<file path="src/rtl/uart_tx_fifo.sv">
// Transmit-side byte FIFO feeding a UART core one frame at a time.
// Holds data/enable for the whole frame and paces frames on the core's done edge.
module uart_tx_fifo #(
    parameter int unsigned DEPTH_LOG2 = 4
) (
    input  logic                  clk_i,
    input  logic                  rst_i,
    input  logic [7:0]            wr_data_i,
    input  logic                  wr_en_i,
    input  logic                  clr_i,
    output logic                  full_o,
    output logic                  empty_o,
    output logic [DEPTH_LOG2:0]   count_o,
    output logic                  overflow_o,
    output logic                  busy_o,
    output logic [7:0]            tx_data_o,
    output logic                  tx_start_o,
    input  logic                  tx_done_i
);

    localparam int unsigned DEPTH = 2 ** DEPTH_LOG2;
    localparam int unsigned PW    = DEPTH_LOG2;
    localparam int unsigned CW    = DEPTH_LOG2 + 1;

    typedef enum logic [1:0] {
        IDLE    = 2'd0,
        SEND    = 2'd1,
        RELEASE = 2'd2
    } state_t;

    state_t          state_q, state_d;
    logic [7:0]      mem [DEPTH];
    logic [PW-1:0]   wr_ptr_q, rd_ptr_q;
    logic [CW-1:0]   count_d;
    logic            done_prev_q;
    logic            push, pop, done_rise, start_d;

    // Next-state, pop decision and FIFO occupancy; full test uses the registered flag
    always_comb begin
        push      = wr_en_i && !full_o;
        done_rise = tx_done_i && !done_prev_q;
        state_d   = state_q;
        pop       = 1'b0;
        start_d   = tx_start_o;
        case (state_q)
            IDLE: begin
                start_d = 1'b0;
                if (!empty_o) begin
                    pop     = 1'b1;
                    start_d = 1'b1;
                    state_d = SEND;
                end
            end
            SEND: begin
                if (done_rise) begin
                    start_d = 1'b0;
                    state_d = RELEASE;
                end
            end
            RELEASE: begin
                start_d = 1'b0;
                if (!tx_done_i) begin
                    state_d = IDLE;
                end
            end
            default: begin
                start_d = 1'b0;
                state_d = IDLE;
            end
        endcase
        count_d = count_o + CW'(push) - CW'(pop);
    end

    always_ff @(posedge clk_i) begin
        if (rst_i || clr_i) begin
            state_q <= IDLE;
        end else begin
            state_q <= state_d;
        end
    end

    always_ff @(posedge clk_i) begin
        if (rst_i || clr_i) begin
            wr_ptr_q    <= '0;
            rd_ptr_q    <= '0;
            count_o     <= '0;
            empty_o     <= 1'b1;
            full_o      <= 1'b0;
            overflow_o  <= 1'b0;
            busy_o      <= 1'b0;
            tx_start_o  <= 1'b0;
            done_prev_q <= 1'b0;
        end else begin
            done_prev_q <= tx_done_i;
            if (push) begin
                wr_ptr_q <= wr_ptr_q + PW'(1);
            end
            if (pop) begin
                rd_ptr_q <= rd_ptr_q + PW'(1);
            end
            if (wr_en_i && full_o) begin
                overflow_o <= 1'b1;
            end
            count_o    <= count_d;
            empty_o    <= (count_d == '0);
            full_o     <= (count_d == CW'(DEPTH));
            busy_o     <= (state_d != IDLE);
            tx_start_o <= start_d;
        end
    end

    // Frame byte survives flush; only reset zeroes it
    always_ff @(posedge clk_i) begin
        if (rst_i) begin
            tx_data_o <= 8'h00;
        end else if (!clr_i && pop) begin
            tx_data_o <= mem[rd_ptr_q];
        end
    end

    always_ff @(posedge clk_i) begin
        if (push && !rst_i && !clr_i) begin
            mem[wr_ptr_q] <= wr_data_i;
        end
    end

endmodule

</file>
<file path="config.mk">
export PLATFORM = sky130hd
export DESIGN_NAME = uart_tx_fifo
export DESIGN_NICKNAME = d
export VERILOG_FILES = /design/src/rtl/uart_tx_fifo.sv
export SDC_FILE = /design/constraint.sdc
export NUM_CORES = 1
export LEC_CHECK = 0
export CORE_AREA = 2 2 121 123
export DETAILED_ROUTE_END_ITERATION = 10
export DIE_AREA = 0 0 123 125
export PLACE_DENSITY_LB_ADDON = 0.25
export SYNTH_ARGS = -nofsm -noshare
export SYNTH_HDL_FRONTEND = slang
export SYNTH_SLANG_ARGS = --single-unit
</file>
<file path="constraint.sdc">
create_clock -name clk_i -period 3.68 [get_ports clk_i]
set_clock_uncertainty 0.15 [all_clocks]
set_input_delay 0.736 -clock clk_i [delete_from_list [all_inputs] [get_ports clk_i]]
set_output_delay 0.736 -clock clk_i [all_outputs]
set_load 0.05 [all_outputs]
</file>
* After elaboration in Yosys (flattened, before gate mapping)
Memories as Yosys holds them, arrays and structs flattened. A register that Yosys moved wholly into a read port is not among the register bits.
Index checks and enable logic that the tools add are counted.
** Word-level totals
- Bits in registers :: 21
- RAM bits :: 128
- Input port bits :: 13
- Word-level logic and storage cells :: 43
- Memories :: 1
** Operators by class
- Add/subtract/negate cells :: 4
- Equal/unequal tests :: 4
- Muxes and demuxes :: 10
- Reductions and logical operators :: 14
** Memory list
- mem :: words 16, width 8, read ports 1, clocked after memory_dff 1, write ports 1, line 32 : logic [7:0] mem [DEPTH];
** Operator list (count)
- $add 4x1->4 const B :: 2
- $logic_and 1x1->1 :: 6
- $mux 2 :: 3
- $pmux 2 s3 :: 1
- $add 5x1->5 :: 1
- $eq 5x5->1 const B :: 1
- $logic_not 5->1 :: 1
- $mux 1 :: 5
- $sub 5x1->5 :: 1
- $logic_not 1->1 :: 4
- $eq 2x1->1 const B :: 1
- $eq 2x2->1 const B :: 1
- $logic_not 2->1 :: 1
- $ne 2x2->1 const B :: 1
- $pmux 1 s2 :: 1
- $reduce_bool 2->1 :: 1
- $logic_or 1x1->1 :: 1

* Longest topological paths before layout
Gate-level depths: netlist of run 1.
- Depth after elaboration :: 6
- Mapped depth :: 10
- Mapped depth without buffers :: 9

* Worst setup path before layout of run 1
Ideal clock, no wire load.
- Path type :: input port to flip-flop
- Start point :: input wr_en_i
- End point :: register full_o
- Library setup time :: 0.096 ns
- Arrival time :: 2.667 ns
- Data required time :: 3.434 ns
- Setup slack :: 0.767 ns
- Stages on the path :: 9
- Cell sequence :: nor2b_1 > clkbuf_1 > nand2b_1 > nand2_1 > ha_1 > fa_1 > xor2_1 > or3_1 > nor4b_1
** On the way
- Cells in the longest elaborated chain, start to end :: 4
** RTL lines
- from (decl) :: line 9 : input logic wr_en_i,
- $logic_and 1x1->1 :: line 40 : push = wr_en_i && !full_o;
- $add 5x1->5 :: line 71 : count_d = count_o + CW'(push) - CW'(pop);
- $sub 5x1->5 :: line 71
- $eq 5x5->1 :: line 106 : full_o <= (count_d == CW'(DEPTH));
- to (signal assigned) :: line 106
- to (decl) :: line 11 : output logic full_o,
Every way passes these cells.
A chain may end at the register's enable or synchronous reset.

* Worst setup path in the final report of run 1
Ends and elaborated chain as after synthesis.

==> results.yml, run 1 <==
worst_hold_path:
  min-delay-start: "tx_data_o[6]"
  hp-class: "reg -> reg"
  holdPathStages: 1
  holdPathEnd: "tx_data_o[6]"
clocking:
  cts.sinks: 157
  cts_buffer_depth: 2
  clk_latency_ns: 0.43
  numCtsBuffers: 17
  cts_tree: "done"
  ctsHtreeMaxLevel: 4
  holdBufCountCts: 0
  cts_resized: 0
  post_cts_buffers: 0
  cts_root_buf: "clkbuf_16"
  clk_pin_slew_ns: 0.06
layout:
  drive_gt1_share_pct: 17.80
  utilization_pct: 51.97
  final_cells: 611
  final_cell_mix: "edfxtp_1 (128), nor2_1 (42), clkdlybuf4s50_1 (30), mux2i_1 (28), dfxtp_1 (28)"
  final_nets: 437
  final_common_cell: "edfxtp_1"
  synthToLayoutAreaGrowth_pct: 18.45
  diodes: 0
  stdcell_area_sq_um: 7382
  fillCellCount: 1158
sta:
  slew_viol_final: 0
  fin_ws_ns: 0.8087
  rsz0062_at_grt: "false"
  finalCritPeriodShare_pct: 78.02
  setup_violations: 0
  tns_ns: 0
  hold_viol_final: 0
  clock.fmax_ghz: 0.3483
  tightest_slew_ns: 0.8382
  finalCriticalPeriod_ns: 2.871
  maxSlewHeadroom_pct: 43.91
  fin_hold_ws_ns: 0.3211
die:
  die_x_um: 123
  ioPinCount: 31
  num_rows: 44
  die_h_um: 125
  initial_utilization_pct: 43.88
  design.core.area_sq_um: 14200
  die-area_sq_um: 15380
synth:
  synth_fp_nets: 382
  yosys_warnings: 0
  synthMuxAreaShare_pct: 13.41
  synth_seq_area_share_pct: 70.99
  synth-compound-area-share_pct: 3.694
  synth_flop_cell: "edfxtp_1"
  synth_top_family_by_area: "multiplexers"
  yosys.area_share.simple_pct: 6.083
  ys_async_sr_fraction_pct: 0
  synthAdderAreaFrac_pct: 2.128
  syn-cell-area_sq_um: 6232
  netlist_instances: 359
  synth_seq_cells: 157
  avgSynthCellArea_sq_um: 17.36
  synth_edf_count: 128
  yosysUniqueCellTypes: 39
  synth-xor-area-share_pct: 1.405
critical_path:
  crit_slowest_cell: "clkdlybuf4s50_1"
  timing.rr.start: "empty_o"
  ff2ff_path_depth: 9
  cp.required_ns: 3.85
  crit_family: "simple AND/OR/NAND/NOR gates"
  crit_chain: "clkdlybuf4s50_1 -> nor2b_1 -> nand2b_1 -> nand2_1 -> ha_1 -> fa_1 -> a21o_1 -> a21oi_1 -> xnor2_1 -> nor4b_1"
  cp-start-kind: "primary input"
  r2r_setup_slack_ns: 1.02
  worstPathArrival_ns: 3.04
  slowest_delay_ns: 0.47
  worstSetupPathType: "in -> reg"
  cp_max_fo: 3
  path_buf_inv: 1
  reg2reg_to: "full_o"
  endpoint_kind: "flip-flop"
grt:
  track_usage_pct: 17.07
  antenna_found_initial: 0
  grt_pass1_vias: 3213
  grt_overflow: 0
  grt_pass1_wl_um: 18660
  grt_max_degree: 26
drt:
  drt_iter0_markers: 231
  num_vias: 3272
  routed_wl_um: 12080
  drtAntennaViolNets: 0
  post-route-drc-count: 0
  viasPerCell: 5.355
  drt_first_pass_iters: 4
  wire_per_inst_um: 19.76
place:
  place_inst: 579
  place_ws_ns: 0.4001
  place_area_sq_um: 6802
  io_buffer_count: 30
  gp_congestion: 0.7638
  dp_hpwl_um: 7643
power_and_ir_drop:
  total_power_mw: 4.020
  p_leak_nw: 2.416
  power.density_nw_per_um2: 544.6
  ir_worst_vdd_mv: 0.2888
status:
  status: "finished clean"
run:
  max-cap-violations: 0
[synthesized netlist by cell type (all sizes together) (4+ instances only)]
| cell type | count | area share (%) |
|---|---|---|
| ha | 9 | 1.8 |
| a22o | 4 | 0.56 |
| xor2 | 5 | 0.70 |
| clkbuf | 5 | 0.30 |
| mux2i | 28 | 4.5 |
| and2 | 8 | 0.80 |
| inv | 6 | 0.36 |
| dfxtp | 29 | 9.3 |
| a221o | 4 | 0.64 |
| mux4 | 24 | 8.9 |
| nor2 | 42 | 2.5 |
| xnor2 | 5 | 0.70 |
| a221oi | 4 | 0.66 |
| a211o | 4 | 0.56 |
| buf | 10 | 1.6 |
| edfxtp | 128 | 62 |
| a21oi | 6 | 0.48 |
| nand2 | 10 | 0.60 |
| or3 | 4 | 0.48 |
[power breakdown]
group / internal (mW) / switching (mW) / total, mW / leakage (nW)
Sequential: 1.95 / 0.0291 / 1.98 / 1.39
Combinational: 0.141 / 0.194 / 0.335 / 0.747
Clock: 1.02 / 0.692 / 1.71 / 0.282
[how the worst max path moves through the flow]
stage,from,endpoint,cells after the start
2_1_floorplan,wr_en_i,full_o,9
3_3_place_gp,wr_en_i,full_o,9
3_5_place_dp,wr_en_i,full_o,10
4_1_cts,wr_en_i,full_o,10
5_1_grt,wr_en_i,full_o,10
6_report,wr_en_i,full_o,10
[layer usage]
metal / up-vias / wire length, um / GRT usage [%]
met1: 1662 / 5523 / 23.48
li1: 1504 / - / -
met2: 87 / 5686 / 25.61
met3: 19 / 607 / 4.881
met4: 0 / 259 / 7.019
met5: - / 0 / 0
[state kept, by name, summed over array words and instances (netlist names)]
register,count
mem,128
tx_data_o,8
count_o,5
rd_ptr_q,4
wr_ptr_q,4
state_q,2
busy_o,1
done_prev_q,1
empty_o,1
full_o,1
overflow_o,1
tx_start_o,1
[area by class of cell]
| cell class | instances | area, sq um | area share (%) |
|---|---|---|---|
| repair buffers | 51 | 457.9 | 6.203 |
| multi-input cells | 181 | 1665 | 22.56 |
| well taps | 184 | 230.2 | 3.119 |
| flip-flops and latches | 157 | 4425 | 59.95 |
| clock buffers | 19 | 442.9 | 6.000 |
| inverters | 6 | 22.52 | 0.3051 |
| clock inverters | 13 | 137.6 | 1.864 |
[cells by family (layout without fill, tap and decap cells)]
group / Yosys count / count (layout)
flip-flops: 157 / 157
AND/OR/NAND/NOR: 80 / 80
multiplexers: 52 / 52
AO/OA/AOI/OAI: 29 / 29
buffers and inverters: 21 / 89
adder cells (fa/ha/maj): 10 / 10
XOR/XNOR: 10 / 10
Power figures use the tool's default switching activity.
==> inputs of run 2 (changes only) <==
Clock period 3.68 ns to 2.6 ns, I/O delays scaled along.
==> run 2 against run 1 <==
Non-clock buffer count rose by 13. Setup slack got worse by 0.71 ns. Via count fell by 1.6%. Final area rose by 2.5%. Core utilization rose by 1.3 points. Sequential share of layout area fell by 1.5 points. Total power rose by 48%. Clock power rose by 54%. Cell count rose by 2.1%. Sequential power rose by 41%. Clock-buffer cell count rose by 1. Largest power group unchanged.
==> results.yml, run 2 (synthesis gave the netlist of run 1 again) <==
layout:
  synthToLayoutAreaGrowth_pct: 21.46
  drive_gt1_share_pct: 21.36
  final_nets: 450
  top_register: "mem"
  final_common_cell: "edfxtp_1"
  diodes: 0
  final_cell_mix: "edfxtp_1 (128), nor2_1 (42), buf_4 (32), clkdlybuf4s50_1 (30), mux2i_1 (28)"
  largestRegisters: "mem: 128 flops, tx_data_o: 8 flops, count_o: 5 flops"
  largest_reg_flops: 128
  final_cells: 624
status:
  status: "finished clean"
drt:
  drt_iter0_markers: 268
  drt_first_pass_iters: 4
  wire_per_inst_um: 19.30
  post-route-drc-count: 0
  drtAntennaViolNets: 0
  num_vias: 3219
  viasPerCell: 5.159
  routed_wl_um: 12040
critical_path:
  crit_slowest_cell: "clkdlybuf4s50_1"
  slowest_delay_ns: 0.48
  cp.required_ns: 2.78
  worstSetupPathType: "in -> reg"
  crit_family: "simple AND/OR/NAND/NOR gates"
  cp_common_cell: "nand2_1"
  cp-start-kind: "primary input"
  cp_max_fo: 9
  worstPathArrival_ns: 2.68
  endpoint_kind: "flip-flop"
  crit_chain: "clkdlybuf4s50_1 -> nor2b_4 -> buf_6 -> nand2_1 -> nand2_1 -> ha_2 -> fa_2 -> or3_1 -> nor4b_2"
  path_buf_inv: 2
grt:
  grt_pass1_vias: 3277
  grt_max_degree: 26
  track_usage_pct: 17.01
  grt_overflow: 0
  antenna_found_initial: 0
  grt_pass1_wl_um: 18560
clocking:
  numCtsBuffers: 17
  cts_buffer_depth: 2
  cts.sinks: 157
  ctsHtreeMaxLevel: 4
  cts_root_buf: "clkbuf_16"
  clk_pin_slew_ns: 0.06
  cts_tree: "done"
  clk_latency_ns: 0.42
sta:
  slew_viol_final: 0
  hold_viol_final: 0
  setup_violations: 0
  maxSlewHeadroom_pct: 41.78
  finalCriticalPeriod_ns: 2.502
  clock.fmax_ghz: 0.3996
  tightest_slew_ns: 0.8702
  finalCritPeriodShare_pct: 96.25
  rsz0062_at_grt: "false"
  tns_ns: 0
place:
  io_buffer_count: 30
  place_inst: 592
  dp_hpwl_um: 8046
  gp_congestion: 0.8133
die:
  initial_utilization_pct: 43.88
  ioPinCount: 31
  die-area_sq_um: 15380
  die_h_um: 125
  num_rows: 44
  die_x_um: 123
  design.core.area_sq_um: 14200
power_and_ir_drop:
  switching_share_pct: 21.25
  pwr-share-clk_pct: 44.3
  ir_worst_vdd_mv: 0.4254
  intPower_mw: 4.678
  p_comb_share_pct: 8.8
  pwr-share-seq_pct: 46.9
  power.density_nw_per_um2: 784.7
  p_leak_nw: 2.512
  p_sw_mw: 1.262
run:
  max-cap-violations: 0
worst_hold_path:
  hp-class: "reg -> reg"
run 2: cell count changes in the layout (fill, tap and decap cells not counted), sizes merged:
cell	delta
inv	-4
clkbuf	+1
bufinv	+3
buf	+13
run 2: repair_timing:
action,CTS,global route
setup buffers,0,0
hold buffers,0,0
endpoints found under the hold margin,0,0
gates resized for setup,1,6
endpoints found under the setup margin,1,3
pin swaps,0,2
run 2: area by class of cell:
class / count / area (sq um)
fill: 1133 / 6634
sequential: 157 / 4427
multi-input combinational: 181 / 1688
timing repair buffer: 64 / 571.8
clock buffer: 20 / 436.7
tap: 184 / 230.2
clock inverter: 12 / 193.9
inverter: 6 / 22.52
run 2: worst paths after layout:
kind | startpoint | endpoint | slack [ns] | cells after the start
max | wr_en_i | full_o | 0.1 | 9
min | tx_data_o[0] | tx_data_o[0] | 0.34 | 1
max reg2reg | empty_o | full_o | 0.22 | 8
min reg2reg | tx_data_o[0] | tx_data_o[0] | 0.34 | 1
run 2: power groups by stage:
stage	registers, mW	logic [mW]	clock network (mW)
3_3_place_gp	2.84	0.500	0
5_1_grt	2.79	0.565	2.80
2_1_floorplan	2.92	0.253	0
3_5_place_dp	2.84	0.510	0
4_1_cts	2.79	0.518	2.69
6_report	2.79	0.523	2.63
run 2: metal layers:
layer / routed length (um) / vias to the layer above / global-route usage, %
met5: 0 / - / 0
met3: 535 / 12 / 5.292
met4: 160 / 0 / 5.882
li1: - / 1524 / -
met2: 6248 / 58 / 27.62
met1: 5097 / 1625 / 21.62
run 2: per-stage QoR:
stage | hold slack (ns) | setup WS, ns | power [mW] | utilization [%] | area, sq um
global placement | 0.3028 | -0.3477 | 3.339 | 48.67 | 6913
floorplan | 0.3694 | 0.002997 | 3.175 | - | 6235
global route | 0.3533 | 0.002171 | 6.158 | 53.29 | 7570
CTS | 0.3392 | 0.005996 | 5.994 | 53.15 | 7550
detailed placement | 0.3260 | -0.4608 | 3.350 | 48.67 | 6913
finish | 0.3356 | 0.09762 | 5.940 | 53.29 | 7570
